==> config.mk <==
export PLATFORM = sky130hd
export DESIGN_NAME = pulse_init_sequencer
export DESIGN_NICKNAME = d
export VERILOG_FILES = /design/src/rtl/pulse_seq_pkg.sv /design/src/rtl/pulse_seq_cmd_fifo.sv /design/src/rtl/pulse_init_sequencer.sv
export SDC_FILE = /design/constraint.sdc
export NUM_CORES = 1
export LEC_CHECK = 0
export ABC_AREA = 0
export ABC_CLOCK_PERIOD_IN_PS = 4000
export BUFFER_PORTS_ARGS = -buffer_cell sky130_fd_sc_hd__buf_2
export CORE_ASPECT_RATIO = 1.2
export CORE_MARGIN = 2
export CORE_UTILIZATION = 55
export DETAILED_ROUTE_END_ITERATION = 16
export GPL_TIMING_DRIVEN = 0
export PLACE_DENSITY_LB_ADDON = 0.05
export SETUP_SLACK_MARGIN = 0.2
export SLEW_MARGIN = 0
export SYNTH_ARGS = -nofsm -noshare
export SYNTH_HDL_FRONTEND = slang
export SYNTH_HIERARCHICAL = 1
export SYNTH_SLANG_ARGS = --single-unit
==> constraint.sdc <==
create_clock -name clk -period 4 [get_ports clk]
set_input_delay 0.2 -clock clk [delete_from_list [all_inputs] [get_ports clk]]
set_output_delay 0.2 -clock clk [all_outputs]
set_load 0.02 [all_outputs]
==> src/rtl/pulse_seq_pkg.sv <==
// Shared state encoding and default geometry for the pulse init sequencer.
// Optional late-command dropping in the top is enabled by PULSE_SEQ_LATE_CHECK_EN.
package pulse_seq_pkg;

  typedef enum logic [1:0] {
    ST_IDLE     = 2'd0,
    ST_LOAD_DEF = 2'd1,
    ST_LOAD_AMP = 2'd2,
    ST_RUN      = 2'd3
  } seq_state_e;

  localparam int DEF_NUM_QUBIT             = 8;
  localparam int DEF_QUBIT_ADDR_WIDTH      = 3;
  localparam int DEF_AMP_MEMORY_NUM_ENTRY  = 64;
  localparam int DEF_AMP_MEMORY_ADDR_WIDTH = 6;
  localparam int DEF_AMP_MEMORY_DATA_WIDTH = 32;
  localparam int DEF_AMP_WIDTH             = 16;
  localparam int DEF_MASK_WIDTH            = 2;
  localparam int DEF_GLB_COUNTER_WIDTH     = 24;
  localparam int DEF_CMD_FIFO_DEPTH        = 4;

  function automatic logic is_loading(input seq_state_e s);
    return (s == ST_LOAD_DEF) || (s == ST_LOAD_AMP);
  endfunction

endpackage

==> src/rtl/pulse_seq_cmd_fifo.sv <==
// Synchronous command FIFO, head visible combinationally, registered occupancy count.
// Push is ignored when full and pop when empty; flush empties it in one cycle.
module pulse_seq_cmd_fifo #(
  parameter int WIDTH = 8,
  parameter int DEPTH = 4
) (
  input  logic             clk,
  input  logic             rst,
  input  logic             flush_i,
  input  logic             push_i,
  input  logic [WIDTH-1:0] push_dat_i,
  input  logic             pop_i,
  output logic [WIDTH-1:0] head_dat_o,
  output logic             full_o,
  output logic             empty_o
);

  localparam int AW = $clog2(DEPTH);
  localparam logic [AW:0] FULL_CNT = (AW+1)'(DEPTH);

  logic [WIDTH-1:0] mem_q [DEPTH];
  logic [AW-1:0]    wr_ptr_q;
  logic [AW-1:0]    rd_ptr_q;
  logic [AW:0]      count_q;
  logic [AW:0]      count_d;
  logic             push_ok;
  logic             pop_ok;

  assign full_o     = (count_q == FULL_CNT);
  assign empty_o    = (count_q == '0);
  assign push_ok    = push_i & ~full_o;
  assign pop_ok     = pop_i & ~empty_o;
  assign head_dat_o = mem_q[rd_ptr_q];

  always_comb begin
    count_d = count_q;
    if (push_ok && !pop_ok) begin
      count_d = count_q + 1'b1;
    end else if (pop_ok && !push_ok) begin
      count_d = count_q - 1'b1;
    end
  end

  always_ff @(posedge clk or posedge rst) begin
    if (rst) begin
      wr_ptr_q <= '0;
      rd_ptr_q <= '0;
      count_q  <= '0;
    end else if (flush_i) begin
      wr_ptr_q <= '0;
      rd_ptr_q <= '0;
      count_q  <= '0;
    end else begin
      if (push_ok) wr_ptr_q <= wr_ptr_q + 1'b1;
      if (pop_ok)  rd_ptr_q <= rd_ptr_q + 1'b1;
      count_q <= count_d;
    end
  end

  always_ff @(posedge clk) begin
    if (push_ok) mem_q[wr_ptr_q] <= push_dat_i;
  end

endmodule

==> src/rtl/pulse_init_sequencer.sv <==
// Loads per-qubit default amp + amp memory from a cfg stream, then issues buffered commands 1/cycle (1-cycle registered).
// cfg_ready only while loading; cmd_ready = !fifo_full. Define PULSE_SEQ_LATE_CHECK_EN to drop late commands.
module pulse_init_sequencer
  import pulse_seq_pkg::*;
#(
  parameter int NUM_QUBIT             = DEF_NUM_QUBIT,
  parameter int QUBIT_ADDR_WIDTH      = DEF_QUBIT_ADDR_WIDTH,
  parameter int AMP_MEMORY_NUM_ENTRY  = DEF_AMP_MEMORY_NUM_ENTRY,
  parameter int AMP_MEMORY_ADDR_WIDTH = DEF_AMP_MEMORY_ADDR_WIDTH,
  parameter int AMP_MEMORY_DATA_WIDTH = DEF_AMP_MEMORY_DATA_WIDTH,
  parameter int AMP_WIDTH             = DEF_AMP_WIDTH,
  parameter int MASK_WIDTH            = DEF_MASK_WIDTH,
  parameter int GLB_COUNTER_WIDTH     = DEF_GLB_COUNTER_WIDTH,
  parameter int CMD_FIFO_DEPTH        = DEF_CMD_FIFO_DEPTH
) (
  input  logic                             clk,
  input  logic                             rst,
  input  logic [GLB_COUNTER_WIDTH-1:0]     glb_counter,
  input  logic                             start,
  input  logic                             cfg_valid,
  output logic                             cfg_ready,
  input  logic [AMP_MEMORY_DATA_WIDTH-1:0] cfg_data,
  input  logic                             cmd_valid,
  output logic                             cmd_ready,
  input  logic [NUM_QUBIT*MASK_WIDTH-1:0]  cmd_mask,
  input  logic [GLB_COUNTER_WIDTH-1:0]     cmd_start_time,
  output logic                             valid_out,
  output logic [NUM_QUBIT*MASK_WIDTH-1:0]  mask_out,
  output logic [GLB_COUNTER_WIDTH-1:0]     start_time_out,
  output logic [QUBIT_ADDR_WIDTH-1:0]      amp_memory_wr_sel,
  output logic                             amp_memory_wr_en,
  output logic [AMP_MEMORY_ADDR_WIDTH-1:0] amp_memory_wr_addr,
  output logic [AMP_MEMORY_DATA_WIDTH-1:0] amp_memory_wr_data,
  output logic [QUBIT_ADDR_WIDTH-1:0]      default_amp_wr_sel,
  output logic                             default_amp_wr_en,
  output logic [AMP_WIDTH-1:0]             default_amp_wr_data,
  output logic                             busy,
  output logic                             ready_run,
  output logic                             late_err
);

  localparam int MASK_BITS = NUM_QUBIT * MASK_WIDTH;
  localparam int CMD_W     = MASK_BITS + GLB_COUNTER_WIDTH;
  localparam logic [QUBIT_ADDR_WIDTH-1:0]      LAST_Q = QUBIT_ADDR_WIDTH'(NUM_QUBIT - 1);
  localparam logic [AMP_MEMORY_ADDR_WIDTH-1:0] LAST_E = AMP_MEMORY_ADDR_WIDTH'(AMP_MEMORY_NUM_ENTRY - 1);

  seq_state_e                       state_q;
  logic [QUBIT_ADDR_WIDTH-1:0]      q_q;
  logic [AMP_MEMORY_ADDR_WIDTH-1:0] e_q;
  logic                             def_wr_en_q;
  logic [QUBIT_ADDR_WIDTH-1:0]      def_wr_sel_q;
  logic [AMP_WIDTH-1:0]             def_wr_dat_q;
  logic                             amp_wr_en_q;
  logic [QUBIT_ADDR_WIDTH-1:0]      amp_wr_sel_q;
  logic [AMP_MEMORY_ADDR_WIDTH-1:0] amp_wr_addr_q;
  logic [AMP_MEMORY_DATA_WIDTH-1:0] amp_wr_dat_q;
  logic                             valid_out_q;
  logic [MASK_BITS-1:0]             mask_out_q;
  logic [GLB_COUNTER_WIDTH-1:0]     start_time_out_q;

  logic                             start_acc;
  logic                             fifo_full;
  logic                             fifo_empty;
  logic                             pop;
  logic                             head_late;
  logic                             issue_d;
  logic [CMD_W-1:0]                 head_dat;
  logic [MASK_BITS-1:0]             head_mask;
  logic [GLB_COUNTER_WIDTH-1:0]     head_start_time;

  // start is only honoured outside a load; it also flushes the command FIFO.
  assign start_acc = start & ((state_q == ST_IDLE) | (state_q == ST_RUN));

  assign cfg_ready = is_loading(state_q);
  assign busy      = is_loading(state_q);
  assign ready_run = (state_q == ST_RUN);
  assign cmd_ready = ~fifo_full;

  pulse_seq_cmd_fifo #(
    .WIDTH (CMD_W),
    .DEPTH (CMD_FIFO_DEPTH)
  ) u_cmd_fifo (
    .clk        (clk),
    .rst        (rst),
    .flush_i    (start_acc),
    .push_i     (cmd_valid),
    .push_dat_i ({cmd_mask, cmd_start_time}),
    .pop_i      (pop),
    .head_dat_o (head_dat),
    .full_o     (fifo_full),
    .empty_o    (fifo_empty)
  );

  assign head_mask       = head_dat[CMD_W-1 -: MASK_BITS];
  assign head_start_time = head_dat[GLB_COUNTER_WIDTH-1:0];
  assign pop             = (state_q == ST_RUN) & ~fifo_empty & ~start;
  assign issue_d         = pop & ~head_late;

  always_ff @(posedge clk or posedge rst) begin
    if (rst) begin
      state_q       <= ST_IDLE;
      q_q           <= '0;
      e_q           <= '0;
      def_wr_en_q   <= 1'b0;
      def_wr_sel_q  <= '0;
      def_wr_dat_q  <= '0;
      amp_wr_en_q   <= 1'b0;
      amp_wr_sel_q  <= '0;
      amp_wr_addr_q <= '0;
      amp_wr_dat_q  <= '0;
    end else begin
      def_wr_en_q <= 1'b0;
      amp_wr_en_q <= 1'b0;
      case (state_q)
        ST_IDLE, ST_RUN: begin
          if (start) begin
            state_q <= ST_LOAD_DEF;
            q_q     <= '0;
            e_q     <= '0;
          end
        end
        ST_LOAD_DEF: begin
          if (cfg_valid) begin
            def_wr_en_q  <= 1'b1;
            def_wr_sel_q <= q_q;
            def_wr_dat_q <= cfg_data[AMP_WIDTH-1:0];
            state_q      <= ST_LOAD_AMP;
          end
        end
        ST_LOAD_AMP: begin
          if (cfg_valid) begin
            amp_wr_en_q   <= 1'b1;
            amp_wr_sel_q  <= q_q;
            amp_wr_addr_q <= e_q;
            amp_wr_dat_q  <= cfg_data;
            if (e_q == LAST_E) begin
              e_q <= '0;
              if (q_q == LAST_Q) begin
                state_q <= ST_RUN;
              end else begin
                q_q     <= q_q + 1'b1;
                state_q <= ST_LOAD_DEF;
              end
            end else begin
              e_q <= e_q + 1'b1;
            end
          end
        end
        default: state_q <= ST_IDLE;
      endcase
    end
  end

  always_ff @(posedge clk or posedge rst) begin
    if (rst) begin
      valid_out_q      <= 1'b0;
      mask_out_q       <= '0;
      start_time_out_q <= '0;
    end else begin
      valid_out_q <= issue_d;
      if (issue_d) begin
        mask_out_q       <= head_mask;
        start_time_out_q <= head_start_time;
      end
    end
  end

`ifdef PULSE_SEQ_LATE_CHECK_EN
  logic [GLB_COUNTER_WIDTH-1:0] slack;
  logic                         late_err_q;

  // Modular slack: zero or "negative" (MSB set) means the slot has already passed.
  assign slack     = head_start_time - glb_counter;
  assign head_late = (slack == '0) | slack[GLB_COUNTER_WIDTH-1];

  always_ff @(posedge clk or posedge rst) begin
    if (rst) begin
      late_err_q <= 1'b0;
    end else if (start_acc) begin
      late_err_q <= 1'b0;
    end else if (pop && head_late) begin
      late_err_q <= 1'b1;
    end
  end

  assign late_err = late_err_q;
`else
  logic unused_glb;
  assign unused_glb = ^glb_counter;
  assign head_late  = 1'b0;
  assign late_err   = 1'b0;
`endif

  assign default_amp_wr_en   = def_wr_en_q;
  assign default_amp_wr_sel  = def_wr_sel_q;
  assign default_amp_wr_data = def_wr_dat_q;
  assign amp_memory_wr_en    = amp_wr_en_q;
  assign amp_memory_wr_sel   = amp_wr_sel_q;
  assign amp_memory_wr_addr  = amp_wr_addr_q;
  assign amp_memory_wr_data  = amp_wr_dat_q;
  assign valid_out           = valid_out_q;
  assign mask_out            = mask_out_q;
  assign start_time_out      = start_time_out_q;

endmodule

Yosys cells after proc, flatten, opt, wreduce, memory -nomap -nowiden

Memory sizes are Yosys's and may differ from the RTL's. A register that Yosys moved wholly into a read port is not among the register bits.
Cells that the tools add are included.

Output and inout bits: 108
Memory bits (writable): 160
Bits in registers: 81
Memories: 1
Logic and storage cells: 85
Bits of input ports: 101

Memories:

| name             | words | bits a word | read ports | clocked after Yosys merged registers in | wr ports | line                     | RTL |
|---|---|---|---|---|---|---|---|
| u_cmd_fifo.mem_q | 4     | 40          | 1          | 1                                       | 1        | pulse_seq_cmd_fifo.sv:21 | `logic [WIDTH-1:0] mem_q [DEPTH];` |

$add $sub $neg: 6
Muxes and demuxes: 27
Reductions and logical operators: 17
Equality and inequality tests: 11
Bitwise logic cells: 9

Operators by type and width:

| operator              | number |
|---|---|
| $mux W3               | 7 |
| $mux W2               | 9 |
| $mux W6               | 3 |
| $pmux W6 S2           | 1 |
| $ne A2 B2 Y1 const B  | 4 |
| $add A3 B1 Y3 const B | 2 |
| $add A6 B1 Y6 const B | 1 |
| $eq A3 B3 Y1 const B  | 2 |
| $eq A6 B6 Y1 const B  | 1 |
| $pmux W2 S3           | 1 |
| $pmux W3 S2           | 1 |
| $reduce_bool A2 Y1    | 3 |
| $and A1 B1 Y1         | 5 |
| $mux W1               | 5 |
| $reduce_and A5 Y1     | 1 |
| $add A2 B1 Y2 const B | 2 |
| $eq A2 B2 Y1 const B  | 2 |
| $reduce_and A2 Y1     | 2 |
| $reduce_and A4 Y1     | 1 |
| $logic_not A3 Y1      | 1 |
| $not A1 Y1            | 3 |
| $reduce_and A3 Y1     | 1 |
| $reduce_bool A3 Y1    | 1 |
| $sub A3 B1 Y3 const B | 1 |
| other kinds (8)       | 10 |

Logic depth before layout (Yosys ltp)

Depth in word-level cells: 9
Depth in mapped cells: 11
Gate-level depth less buffers: 8

By module

Netlist, hierarchy kept.

By module, submodules not included:

| module               | instances | cells an instance | area an instance (µm²) | sequential area each (µm²) |
|---|---|---|---|---|
| pulse_seq_cmd_fifo   | 1         | 275               | 6,348.6                | 4,979.8 |
| pulse_init_sequencer | 1         | 299               | 4,496.8                | 2,852.7 |

Least setup slack after synthesis

Ideal clock, no wire load.

Kind: flip-flop to flip-flop
From: reg state_q[1]
To: reg u_cmd_fifo.count_q[2]
Path buffers: 2
Cell stages (with the launch flop): 11
Data arrival time: 2.815 ns
Path slack: 1.119 ns
Period minus slack after synthesis: 2.881 ns
Required time: 3.934 ns
Library setup time: 0.066 ns
Cells stage by stage: dfrtp_1 -> ha_1 -> nor3b_1 -> buf_2 -> buf_2 -> o21ai_0 -> and3_1 -> fa_1 -> and4bb_2 -> a311oi_1 -> o311a_1

Word-level cells in the longest chain between the ends: 8
Elaborated cells between the ends (all ways): 13
Those cells by class: 1 x eq/ne; 2 x mux; 5 x bitwise; 5 x reduce/logical

Ends and longest elaborated chain:

| item                          | line                        | RTL |
|---|---|---|
| start, declared               | pulse_init_sequencer.sv:47  | `seq_state_e state_q;` |
| start signal, assigned        | pulse_init_sequencer.sv:101 | `state_q <= ST_IDLE;` |
| start signal, assigned        | pulse_init_sequencer.sv:117 | `state_q <= ST_LOAD_DEF;` |
| start signal, assigned        | pulse_init_sequencer.sv:127 | `state_q <= ST_LOAD_AMP;` |
| $eq A2 B2 Y1 *                | n/a                         |  |
| named net ready_run           | pulse_init_sequencer.sv:38  | `output logic ready_run,` |
| $and A1 B1 Y1 * (2 in series) | pulse_init_sequencer.sv:96  | `assign pop = (state_q == ST_RUN) & ~fifo_empty & ~start;` |
| named net issue_d             | pulse_init_sequencer.sv:66  | `logic issue_d;` |
| $and A1 B1 Y1 *               | pulse_seq_cmd_fifo.sv:32    | `assign pop_ok = pop_i & ~empty_o;` |
| $logic_not A1 Y1              | pulse_seq_cmd_fifo.sv:37    | `if (push_ok && !pop_ok) begin` |
| $logic_and A1 B1 Y1           | pulse_seq_cmd_fifo.sv:37    |  |
| $mux W3                       | pulse_seq_cmd_fifo.sv:37    |  |
| $mux W3                       | pulse_seq_cmd_fifo.sv:49    | `end else if (flush_i) begin` |
| end signal, assigned          | pulse_seq_cmd_fifo.sv:56    | `count_q <= count_d;` |
| end, declared                 | pulse_seq_cmd_fifo.sv:24    | `logic [AW:0] count_q;` |

The timed path passes the listed nets; every way through them passes the cells marked *.
A chain may end at the register's enable or synchronous reset.

Worst setup path in the final report

From: reg state_q[1]
To: reg u_cmd_fifo.count_q[2]

Word-level cells in the longest chain between the ends: 8
Elaborated cells between the ends (all ways): 13
Those cells by class: 1 x eq/ne; 2 x mux; 5 x bitwise; 5 x reduce/logical

Ends and longest elaborated chain:

| item                          | line |
|---|---|
| $eq A2 B2 Y1 *                | pulse_init_sequencer.sv:96 |
| $and A1 B1 Y1 * (2 in series) | pulse_init_sequencer.sv:96 |
| named net issue_d             | pulse_init_sequencer.sv:66 |
| $and A1 B1 Y1 *               | pulse_seq_cmd_fifo.sv:32 |
| $logic_not A1 Y1              | pulse_seq_cmd_fifo.sv:37 |
| $logic_and A1 B1 Y1           | pulse_seq_cmd_fifo.sv:37 |
| $mux W3                       | pulse_seq_cmd_fifo.sv:37 |
| $mux W3                       | pulse_seq_cmd_fifo.sv:49 |

Marked as above.

==> impl_metrics.ini <==
[outcome]
status = finished, final reports clean

[timing]
slew_viol_final = 0
worstMarginPinSlew_ns = 0.7705
finalClockSkew_ns = 0.01309
finalSetupViolations = 0
fin_crit_sh_pct = 89.61
max_freq_mhz = 279.0
finalCriticalPeriod_ns = 3.584
setup_slack_ns = 0.4155
hold_viol_final = 0
relSlewSlack_pct = 48.53
rsz0062_at_grt = no

[route]
drcViolationCount = 0
via_count = 6106
drt_iter0_drc = 267
routed_wirelength_mm = 21.65
viasPerCell = 5.328
wl_per_cell_um = 18.89
final_antenna_net_count = 0
first_pass_iters = 4

[placed_design]
gp_congestion = 0.8355
portBuffers = 183
dp_slack_ns = 0.4833
dp.final_hpwl_mm = 13.73
place_area_mm2 = 0.01221
dpl.cell_count = 1023

[critical_path]
cp-start-kind = flop
critPathLaunch = state_q[1]
critical_path.max_stage_delay_ns = 0.66
crit_fanout = 12
rr_worst_depth = 10
rr_startpoint = state_q[1]
worstSetupPathType = flop to flop
cp_cell_sequence = ha_1 -> nor3b_1 -> buf_2 -> buf_2 -> o21ai_0 -> and3_1 -> fa_1 -> and4bb_2 -> a311oi_1 -> o311a_1
crit_slowest_cell = nor3b_1
cp.required_ns = 4.47
arrival_ns = 4.05
cp_common_cell = buf_2
critPathCaptureType = flop

[logic_synthesis]
ys_seq_elements = 281
synthFlopType = edfxtp_1
synth_top_area_share_pct = 44.30
yosysWarnings = 6
synth_nets = 686
ys_seq_area_share_pct = 72.22
yosysMostFrequentCell = edfxtp_1
avgSynthCellArea_um2 = 18.89
syn_area_mm2 = 0.01085
syn_inst = 574
netlist_top_cells_count = edfxtp_1, dfrtp_1, mux2_2, mux4_2, inv_1
yosysTopAreaCell = edfxtp_1
synth.area.top_cells = edfxtp_1, dfrtp_1, mux2_2, mux4_2, ha_1
synth_edf_count = 160
synth_cell_type_count = 52
async_flop_share_pct = 43.06

[global_routing]
grt_pass1_wl_mm = 34.16
top_usage_layer = met2
grt_max_degree = 75
antenna_found_initial = 0
overflow = 0
grt_use_met2_pct = 38.14
met3_usage_pct = 4.035
grt_use_total_pct = 21.11
grt_pass1_vias = 6505
grt_use_met1_pct = 26.13

[cts]
ctsHtreeMaxLevel = 1
cts_num_sinks = 281
clk_latency_ns = 0.53
ctsHoldBuffers = 73
postCtsSetupBuffers = 0
cts.clk_slew.worst_paths_ns = 0.06
cts_root_buf = clkbuf_16
cts.path.max_buffers = 3
cts_buffers = 27
ctsResizeCount = 0
cts_tree = done

[power_and_ir_drop]
p_comb_share_pct = 32.4
ir_drop_mv = 0.3859
leakagePower_nw = 5.652
pwr-share-clk_pct = 24.5
intPower_mw = 6.625
sw_frac_of_total_pct = 31.61
p_switching_mw = 3.061
pwr-share-seq_pct = 43.1
pwr_density_cell_mw_per_mm2 = 703.9

[job]
drv_cap = 0

[final_layout]
area_growth_syn_to_layout_pct = 26.89
final_util_pct = 70.65
multi_input_area_mm2 = 0.002775
regArea_mm2 = 0.007833
drive_above_1_share_pct = 44.52
num-fill-cells = 1296
n_antenna_cell = 0
design_area_mm2 = 0.01376
fin_nets = 976
post_layout_nonfiller_instances = 1146

[floorplan]
die_w_um = 132.2
core_mm2 = 0.01948
initial_core_util_pct = 55.68
ios = 209
die_h_um = 157.8
dieArea_mm2 = 0.02086
fp-row-count = 56

[hold_path]
min-delay-start = start
hold_depth = 3
hold_class = input port to flop
state kept, by name, indices dropped and copies added, names as in the netlist:
register and cells:
e_q 6, valid_out 1, q_q 3, mask_out 16, amp_memory_wr_en 1, u_cmd_fifo/count_q 3
start_time_out 24, default_amp_wr_en 1, u_cmd_fifo/rd_ptr_q 2, amp_memory_wr_sel 3, amp_memory_wr_addr 6, u_cmd_fifo/mem_q 160
u_cmd_fifo/wr_ptr_q 2, default_amp_wr_data 16, amp_memory_wr_data 32, state_q 2, default_amp_wr_sel 3
routing by layer:
metal  vias up  share of wire (%)
met5         -                  0
met4         0                2.0
met3        37                5.5
met2       175                 52
met1      3102                 40
li1       2792                  -
final cells by class:
class	count	area share [%]
Buffer	31	1.318
Clock buffer	44	5.591
Multi-Input combinational cell	246	20.17
Tap cell	261	2.373
Sequential cell	281	56.91
Timing Repair Buffer	261	12.75
Inverter	16	0.4819
Clock inverter	6	0.4091
power groups by stage:
stage,sequential (mW),clock (mW),combinational [mW]
2_1_floorplan,4.79,0,1.50
3_3_place_gp,4.20,0,2.98
3_5_place_dp,4.23,0,3.10
4_1_cts,4.18,2.43,3.17
5_1_grt,4.26,2.55,3.36
6_report,4.18,2.38,3.14
placed cells by master (no fill, tap or decap), types with 3 or more instances in the layout:
cell type        n
a21oi_1          5
and3_2           4
buf_1            6
buf_12           4
buf_2          193
buf_4            8
buf_6            3
clkbuf_1        18
clkbuf_16       27
clkbuf_8         3
clkinv_2         3
dfrtp_1        121
dlygate4sd3_1   73
edfxtp_1       160
ha_1            10
inv_1           14
mux2_2         101
mux2i_1          4
mux4_2          40
nand2_1         10
nand3_1         10
nand3b_1         3
nor2_1          11
nor3_1           4
o21ai_0          7
logic make-up (layout without fill, tap and decap cells):
| family | count (synthesis) | after routing | synth area share (%) |
|---|---|---|---|
| adder cells (fa/ha/maj) | 11 | 11 | 1.338 |
| other | 1 | 1 | 0.03458 |
| AO/OA/AOI/OAI | 28 | 28 | 1.800 |
| multiplexers | 146 | 146 | 19.30 |
| AND/OR/NAND/NOR | 57 | 57 | 2.827 |
| buffers and inverters | 47 | 358 | 2.238 |
| flip-flops | 281 | 281 | 72.22 |
| XOR/XNOR | 3 | 3 | 0.2423 |
worst max-delay path: cells and delay by family (launching register included):
kind,cells,cell delay [ns]
AO/OA/AOI/OAI,3,0.63
adder cells (fa/ha/maj),2,0.67
buffers and inverters,2,0.72
flip-flops,1,0.39
AND/OR/NAND/NOR,3,1.13
metrics by stage:
step | setup TNS [ns] | total power [mW] | hold WS, ns
floorplan | 0 | 6.282 | 0.003398
global placement | -102.17 | 7.178 | 0.1793
detailed placement | 0 | 7.333 | 0.2212
CTS | 0 | 9.773 | 0.04631
global route | 0 | 10.17 | 0.08289
finish | 0 | 9.686 | 0.06828
final timing paths:
| path | endpoint | slack, ns |
|---|---|---|
| worst max-delay path | u_cmd_fifo/count_q[2] | 0.42 |
| worst min-delay path | e_q[4] | 0.07 |
| worst max register to register | u_cmd_fifo/count_q[2] | 0.42 |
| worst min register to register | amp_memory_wr_addr[4] | 0.50 |
| max in group asynchronous | start_time_out[14] | 3.05 |
| min in group asynchronous | u_cmd_fifo/wr_ptr_q[0] | 0.21 |
(Power assumes the default switching activity.)
